==> src/rtl/mem_access_unit.sv <==
// Load/store front end: computes base+offset, sequences one data-memory access
// with a fixed read latency and returns data/completion or a range error.
module mem_access_unit #(
   parameter int unsigned ADDR_W  = 8,
   parameter int unsigned DATA_W  = 8,
   parameter int unsigned MEM_LAT = 1
) (
   input  logic              clk,
   input  logic              rst_n,
   input  logic              req_valid,
   output logic              req_ready,
   input  logic              req_we,
   input  logic [ADDR_W-1:0] req_base,
   input  logic [ADDR_W-1:0] req_offset,
   input  logic [DATA_W-1:0] req_wdata,
   output logic              resp_valid,
   input  logic              resp_ready,
   output logic [DATA_W-1:0] resp_rdata,
   output logic              resp_err,
   output logic [ADDR_W-1:0] address_bus,
   output logic [DATA_W-1:0] data_in,
   output logic              r_w,
   input  logic [DATA_W-1:0] data_out
);

   localparam int unsigned CNT_W = $clog2(MEM_LAT + 1);

   typedef enum logic [1:0] {IDLE, ACCESS, RESP} state_t;

   state_t            state_q, state_d;
   logic [CNT_W-1:0]  cnt_q, cnt_d;
   logic              we_q, we_d;
   logic [ADDR_W-1:0] addr_d;
   logic [DATA_W-1:0] din_d;
   logic              rw_d;
   logic              rv_d;
   logic [DATA_W-1:0] rd_d;
   logic              err_d;

   // One extra bit catches both underflow and overflow: any result outside
   // 0..2^ADDR_W-1 lands with the top bit set.
   logic [ADDR_W:0]   ea_sum;
   logic              ea_err;

   assign ea_sum    = {1'b0, req_base} + {req_offset[ADDR_W-1], req_offset};
   assign ea_err    = ea_sum[ADDR_W];
   assign req_ready = (state_q == IDLE);

   // Next-state and next-output decode
   always_comb begin
      state_d = state_q;
      cnt_d   = cnt_q;
      we_d    = we_q;
      addr_d  = address_bus;
      din_d   = data_in;
      rw_d    = 1'b0;
      rv_d    = resp_valid;
      rd_d    = resp_rdata;
      err_d   = resp_err;
      case (state_q)
         IDLE: begin
            if (req_valid) begin
               we_d = req_we;
               if (ea_err) begin
                  state_d = RESP;
                  rv_d    = 1'b1;
                  err_d   = 1'b1;
                  rd_d    = {DATA_W{1'b0}};
               end else begin
                  state_d = ACCESS;
                  addr_d  = ea_sum[ADDR_W-1:0];
                  din_d   = req_wdata;
                  rw_d    = req_we;
                  cnt_d   = CNT_W'(MEM_LAT);
               end
            end
         end
         ACCESS: begin
            cnt_d = cnt_q - CNT_W'(1);
            if (cnt_q == CNT_W'(1)) begin
               state_d = RESP;
               rv_d    = 1'b1;
               err_d   = 1'b0;
               rd_d    = we_q ? {DATA_W{1'b0}} : data_out;
            end
         end
         RESP: begin
            if (resp_ready) begin
               state_d = IDLE;
               rv_d    = 1'b0;
               err_d   = 1'b0;
               rd_d    = {DATA_W{1'b0}};
            end
         end
         default: state_d = IDLE;
      endcase
   end

   // State and registered outputs; async reset also kills a pending write strobe
   always_ff @(posedge clk or negedge rst_n) begin
      if (!rst_n) begin
         state_q     <= IDLE;
         cnt_q       <= {CNT_W{1'b0}};
         we_q        <= 1'b0;
         address_bus <= {ADDR_W{1'b0}};
         data_in     <= {DATA_W{1'b0}};
         r_w         <= 1'b0;
         resp_valid  <= 1'b0;
         resp_rdata  <= {DATA_W{1'b0}};
         resp_err    <= 1'b0;
      end else begin
         state_q     <= state_d;
         cnt_q       <= cnt_d;
         we_q        <= we_d;
         address_bus <= addr_d;
         data_in     <= din_d;
         r_w         <= rw_d;
         resp_valid  <= rv_d;
         resp_rdata  <= rd_d;
         resp_err    <= err_d;
      end
   end

endmodule

==> config.mk <==
export PLATFORM = sky130hd
export DESIGN_NAME = mem_access_unit
export DESIGN_NICKNAME = d
export VERILOG_FILES = /design/src/rtl/mem_access_unit.sv
export SDC_FILE = /design/constraint.sdc
export NUM_CORES = 1
export LEC_CHECK = 0
export ABC_AREA = 1
export CAP_MARGIN = 20
export CELL_PAD_IN_SITES_DETAIL_PLACEMENT = 1
export CELL_PAD_IN_SITES_GLOBAL_PLACEMENT = 2
export CORE_UTILIZATION = 26
export DETAILED_ROUTE_END_ITERATION = 16
export HOLD_SLACK_MARGIN = 0.1
export PLACE_DENSITY = 0.8
export SYNTH_ARGS = -nofsm -noshare
export SYNTH_HDL_FRONTEND = slang
export SYNTH_SLANG_ARGS = --single-unit
==> constraint.sdc <==
create_clock -name clk -period 4.2 [get_ports clk]
set_input_delay 0.84 -clock clk [delete_from_list [all_inputs] [get_ports clk]]
set_output_delay 0.84 -clock clk [all_outputs]
set_load 0.03 [all_outputs]
======== Word level (Yosys, flattened, before mapping) ========
Index checks and enable logic that the tools add are counted.
word-level totals
  output and inout port bits .............. 28
  word-level logic and storage cells ...... 51
  flip-flop bits (word level) ............. 31
  bits of input ports ..................... 37
cells by class
  $add $sub $neg .......................... 2
  equality and inequality tests ........... 7
  reductions and logical operators ........ 8
  multiplexer cells ....................... 24
  bitwise gates (word level) .............. 1
operator list
  cell                 number
  $mux 8               5
  $pmux 8 s3           1
  $mux 1               10
  $add 8x9->9          1
  $reduce_and 3->1     3
  $mux 2               4
  $ne 2x2->1 const B   4
  $pmux 1 s3           2
  $pmux 2 s3           1
  $reduce_and 5->1     1
  $reduce_bool 3->1    1
  $eq 2x1->1 const B   1
  $eq 2x2->1 const B   1
  $logic_not 2->1      1
  $ne 2x1->1 const B   1
  $pmux 1 s2           1
  $reduce_and 2->1     1
  $reduce_bool 2->1    1
  $not 1->1            1
  $sub 1x1->1 const B  1

======== Logic depth before layout (Yosys ltp) ========
  depth in word-level cells ............... 4
  depth in mapped cells ................... 11
  mapped depth without buffers ............ 11

======== Worst setup path after synthesis ========
OpenSTA, ideal clock, no wires.
  path type ............................... in2reg
  start ................................... input req_base[0]
  end ..................................... register address_bus[4]
  library setup time ...................... 0.122 ns
  arrival time ............................ 2.190 ns
  slack ................................... 1.889 ns
  buffers on the path ..................... 1
  stages on the path ...................... 11
  data required time ...................... 4.078 ns
  cell sequence ........................... ha_1 > fa_1 > nand3_1 > nand2_1 > nand2_2 > nand2_2 > nand2_2 > nand3_4 > buf_6 > nand2_1 > o21ai_2
between the ends
  longest elaborated chain between the ends .. 3
ends and longest elaborated chain
  element                     RTL line  source
  from (decl)                 13        input logic [ADDR_W-1:0] req_base,
  $add 8x9->9 (*)             45        assign ea_sum = {1'b0, req_base} + {req_offset[ADDR_W-1], req_offset};
  $not 1->1 (no line)         n/a
  $reduce_and 3->1 (no line)  n/a
  to (signal assigned)        105       address_bus <= {ADDR_W{1'b0}};
  to (signal assigned)        115       address_bus <= addr_d;
  to (decl)                   20        output logic [ADDR_W-1:0] address_bus,
Every way passes the cells marked *; elsewhere a longest branch is shown, timed or not.
A chain may end at the register's enable or synchronous reset.

======== Worst setup path after layout ========
  start ................................... input req_base[0]
  end ..................................... register resp_rdata[4]
between the ends
  longest elaborated chain between the ends .. 3
ends and longest elaborated chain
  element                     RTL line  source
  $add 8x9->9                 45
  $ne 2x1->1 (no line)        n/a
  $reduce_and 5->1 (no line)  n/a
  to (signal assigned)        109       resp_rdata <= {DATA_W{1'b0}};
  to (signal assigned)        119       resp_rdata <= rd_d;
  to (decl)                   18        output logic [DATA_W-1:0] resp_rdata,
Every way passes these cells.

==> impl_metrics.csv <==
group,metric,value,unit
synthesis,synth-xor-area-share,1.953,%
grt,antenna_found_initial,0,
floorplanning,core,0.006495,sq mm
routing,wl_per_cell,13.05,um
power,report.power.total,1.609,mW
grt,grt_use_met1,18.97,%
synthesis,netlist_instances,221,
synthesis,synth_cell_type_count,24,
synthesis,synth_top_family_by_area,"simple AND/OR/NAND/NOR gates",
routing,routed-via-count,1640,
placed_design,portBuffers,64,
placed_design,dpl.hpwl,3.614,mm
floorplanning,ioPinCount,65,
clocking,root_buffer,"clkbuf_8",
cells_and_area,fill_cells,792,
placed_design,dp_cells,356,
grt,grt_pass1_vias,1698,
synthesis,ys_seq_area_share,43.24,%
routing,drt_iter0_drc,60,
clocking,cts_resized,0,
cells_and_area,final_cells,363,
clocking,clkSinkCount,31,
worst_setup_path,cp_num_buf_inv,1,
grt,met3_usage,4.767,%
routing,drc,0,
routing,via_per_inst,4.518,
sta,finalSetupTns,0,ps
clocking,path_clk_slew,60,ps
placed_design,routabilityCongestion,0.7022,
synthesis,synthMuxAreaShare,0,%
worst_setup_path,slowest_stage,"fa_1",
worst_setup_path,crit_path_end_kind,"flip-flop",
clocking,hold_buffers,0,
sta,hold_violations,0,
grt,grt_util_met2,23.53,%
worst_setup_path,worst-r2r-cell-count,8,
clocking,numCtsBuffers,5,
clocking,cts_tree,"yes",
job,maxCapViolCount,0,
sta,skew,4.726,ps
grt,grt_start_max_net_pins,32,
grt,overflow,0,
floorplanning,rows,29,
worst_setup_path,critical_path_arrival,2970,ps
synthesis,netlist.area_leader.share,43.24,%
sta,max-slew-margin-rel,51.81,%
min_path,min_path_type,"reg2reg",
cells_and_area,final_util,39.53,%
synthesis,synth_area,0.001794,sq mm
floorplanning,design.die.area,0.007237,sq mm
sta,drv_slew,0,
sta,worst_slew_pin_slew,720.2,ps
synthesis,synth_nets,271,
worst_setup_path,critical_path.top_delay_family,"simple AND/OR/NAND/NOR gates",
floorplanning,start_util,27.62,%
worst_setup_path,cp.required,4420,ps
synthesis,yosys_warnings,0,
sta,rsz0062_at_grt,"false",
cells_and_area,finalNetCount,336,
outcome,outcome,"complete, no violations",
power,power_density,626.7,mW/mm^2
routing,ant_nets,0,
grt,busiest_layer,"met2",
worst_setup_path,slowest_delay,410,ps
worst_setup_path,crit_type,"in2reg",
clocking,cts_setup_buffers,0,
synthesis,yosys.area_share.simple,31.87,%
worst_setup_path,cp_num_cells,12,
worst_setup_path,path_cells,"clkdlybuf4s50_1, ha_1, fa_1, nand3_1, nand2_1, nand2_2, nand2_2, nand2_2, nand3_2, nand2_2, nand2_1, nand2_1",
synthesis,synth_area_leaders,"dfrtp_1 43%, nand2_1 16%, ha_1 8.4%",
synthesis,synthAdderAreaFrac,9.484,%
floorplanning,fp.dieH,85.07,um
grt,grt_usage,14.68,%
sta,finalSetupViolations,0,
clocking,clkLatencyLatePin,280,ps
worst_setup_path,cp_max_fo,12,
synthesis,synth_seq_cells,31,
power,leakagePower,1.295,nW
routing,drtPass1Iterations,7,
synthesis,synth_area_leader_cell,"dfrtp_1",
cells_and_area,n_antenna_cell,0,
floorplanning,die_w,85.07,um
routing,drt-total-wl,4.736,mm
synthesis,syn_area_per_cell,8.119,sq um
cells_and_area,drive_above_1_share,8.042,%
synthesis,synth_compound_area_share,5.858,%
sta,period_minus_slack,2750,ps
clocking,h-tree-depth,2,
min_path,hold-path-cell-count,2,
power,peakVddDrop,0.2128,mV
worst_setup_path,cp-start-kind,"input port",
sta,fin_crit_sh,65.48,%
clocking,clock_path_buffers,2,
grt,grt_pass1_wl,8.321,mm
sta,clock.fmax,0.3636,GHz
cells_and_area,syn_to_final_growth,43.10,%
worst_setup_path,path_common_cell,"nand2_2",
==> per-layer routing <==
metal / part of all wire (%) / wire length, um
met5: 0 / 0
met3: 6.7 / 316
met4: 1.2 / 57
met2: 45 / 2138
met1: 47 / 2224
==> registers in the layout, indices dropped and copies added, names as in the netlist <==
signal and count:
we_q 1, r_w 1, address_bus 8, cnt_q 1, resp_rdata 8, state_q 2
data_in 8, resp_err 1, resp_valid 1
==> tightest hold or removal path, cell delays in order (launching register included) <==
cell     delay, ps
dfrtp_1        340
nand2_1         50
nand2_1         50
==> stage by stage <==
stage               hold slack, ps  setup WS, ps  area (sq um)
finish                       475.2          1450          2567
global route                 504.3          1270          2567
CTS                          478.5          1421          2567
detailed placement           461.7          1119          2480
global placement             455.9          1200          2480
floorplan                    453.0          1889          1794
==> cell usage after synthesis <==
cell	count
ha_1	12
buf_4	2
buf_2	1
xnor2_1	4
fa_1	1
nand4_1	2
a21oi_1	3
nand3_1	25
nand3_4	1
nand3_2	3
o21ai_2	4
o21ai_0	3
clkbuf_1	1
nand3b_1	1
a21oi_4	1
buf_6	2
inv_1	24
nor2_1	15
dfrtp_1	31
nand2_2	6
nand2_1	76
o21bai_1	1
o221ai_1	1
a21boi_0	1
==> final cells by class <==
class / count / area, sq um / share of cell area, %
Multi-Input combinational cell: 160 / 882.1 / 34.36
Sequential cell: 31 / 775.7 / 30.21
Timing Repair Buffer: 64 / 635.6 / 24.76
Tap cell: 77 / 96.34 / 3.752
Inverter: 24 / 90.09 / 3.509
Clock buffer: 6 / 82.58 / 3.216
Clock inverter: 1 / 5.005 / 0.1949
==> logic make-up after synthesis <==
kind of cell / Yosys count
AOI/OAI and AO/OA: 14
xor gates and xnor gates: 4
buffers and inverters: 30
DFF: 31
adders and majority gates: 13
and+or+nand+nor: 129
==> where the power goes <==
part,total [mW],internal [mW],switching (mW)
Clock,0.242,0.128,0.113
Sequential,0.499,0.422,0.0767
Combinational,0.869,0.336,0.533
Total,1.61,0.886,0.723
==> layout by cell type (no fill, tap or decap) <==
master           netlist  final
clkdlybuf4s50_1        0     63
nand3b_1               1      1
nand2_1               76     76
ha_1                  12     12
nor2_1                15     15
o21bai_1               1      1
nand3_4                1      1
inv_1                 24     24
clkbuf_8               0      6
nand3_1               25     25
nand4_1                2      2
a21oi_4                1      1
nand2_2                6      6
o221ai_1               1      1
a21oi_1                3      3
nand3_2                3      3
buf_2                  1      1
o21ai_0                3      3
fa_1                   1      1
clkinv_2               0      1
o21ai_2                4      4
dfrtp_1               31     31
a21boi_0               1      1
xnor2_1                4      4
==> path summary, 6_finish.rpt <==
kind | startpoint | end | slack (ps)
setup / recovery | req_base[0] | resp_rdata[4] | 1450
hold / removal | data_in[4] | data_in[4] | 480
setup reg to reg | state_q[0] | resp_rdata[4] | 1940
hold reg to reg | data_in[4] | data_in[4] | 480
max in group asynchronous | rst_n | data_in[5] | 3130
min in group asynchronous | rst_n | address_bus[7] | 610
Power figures use the tool's default switching activity.
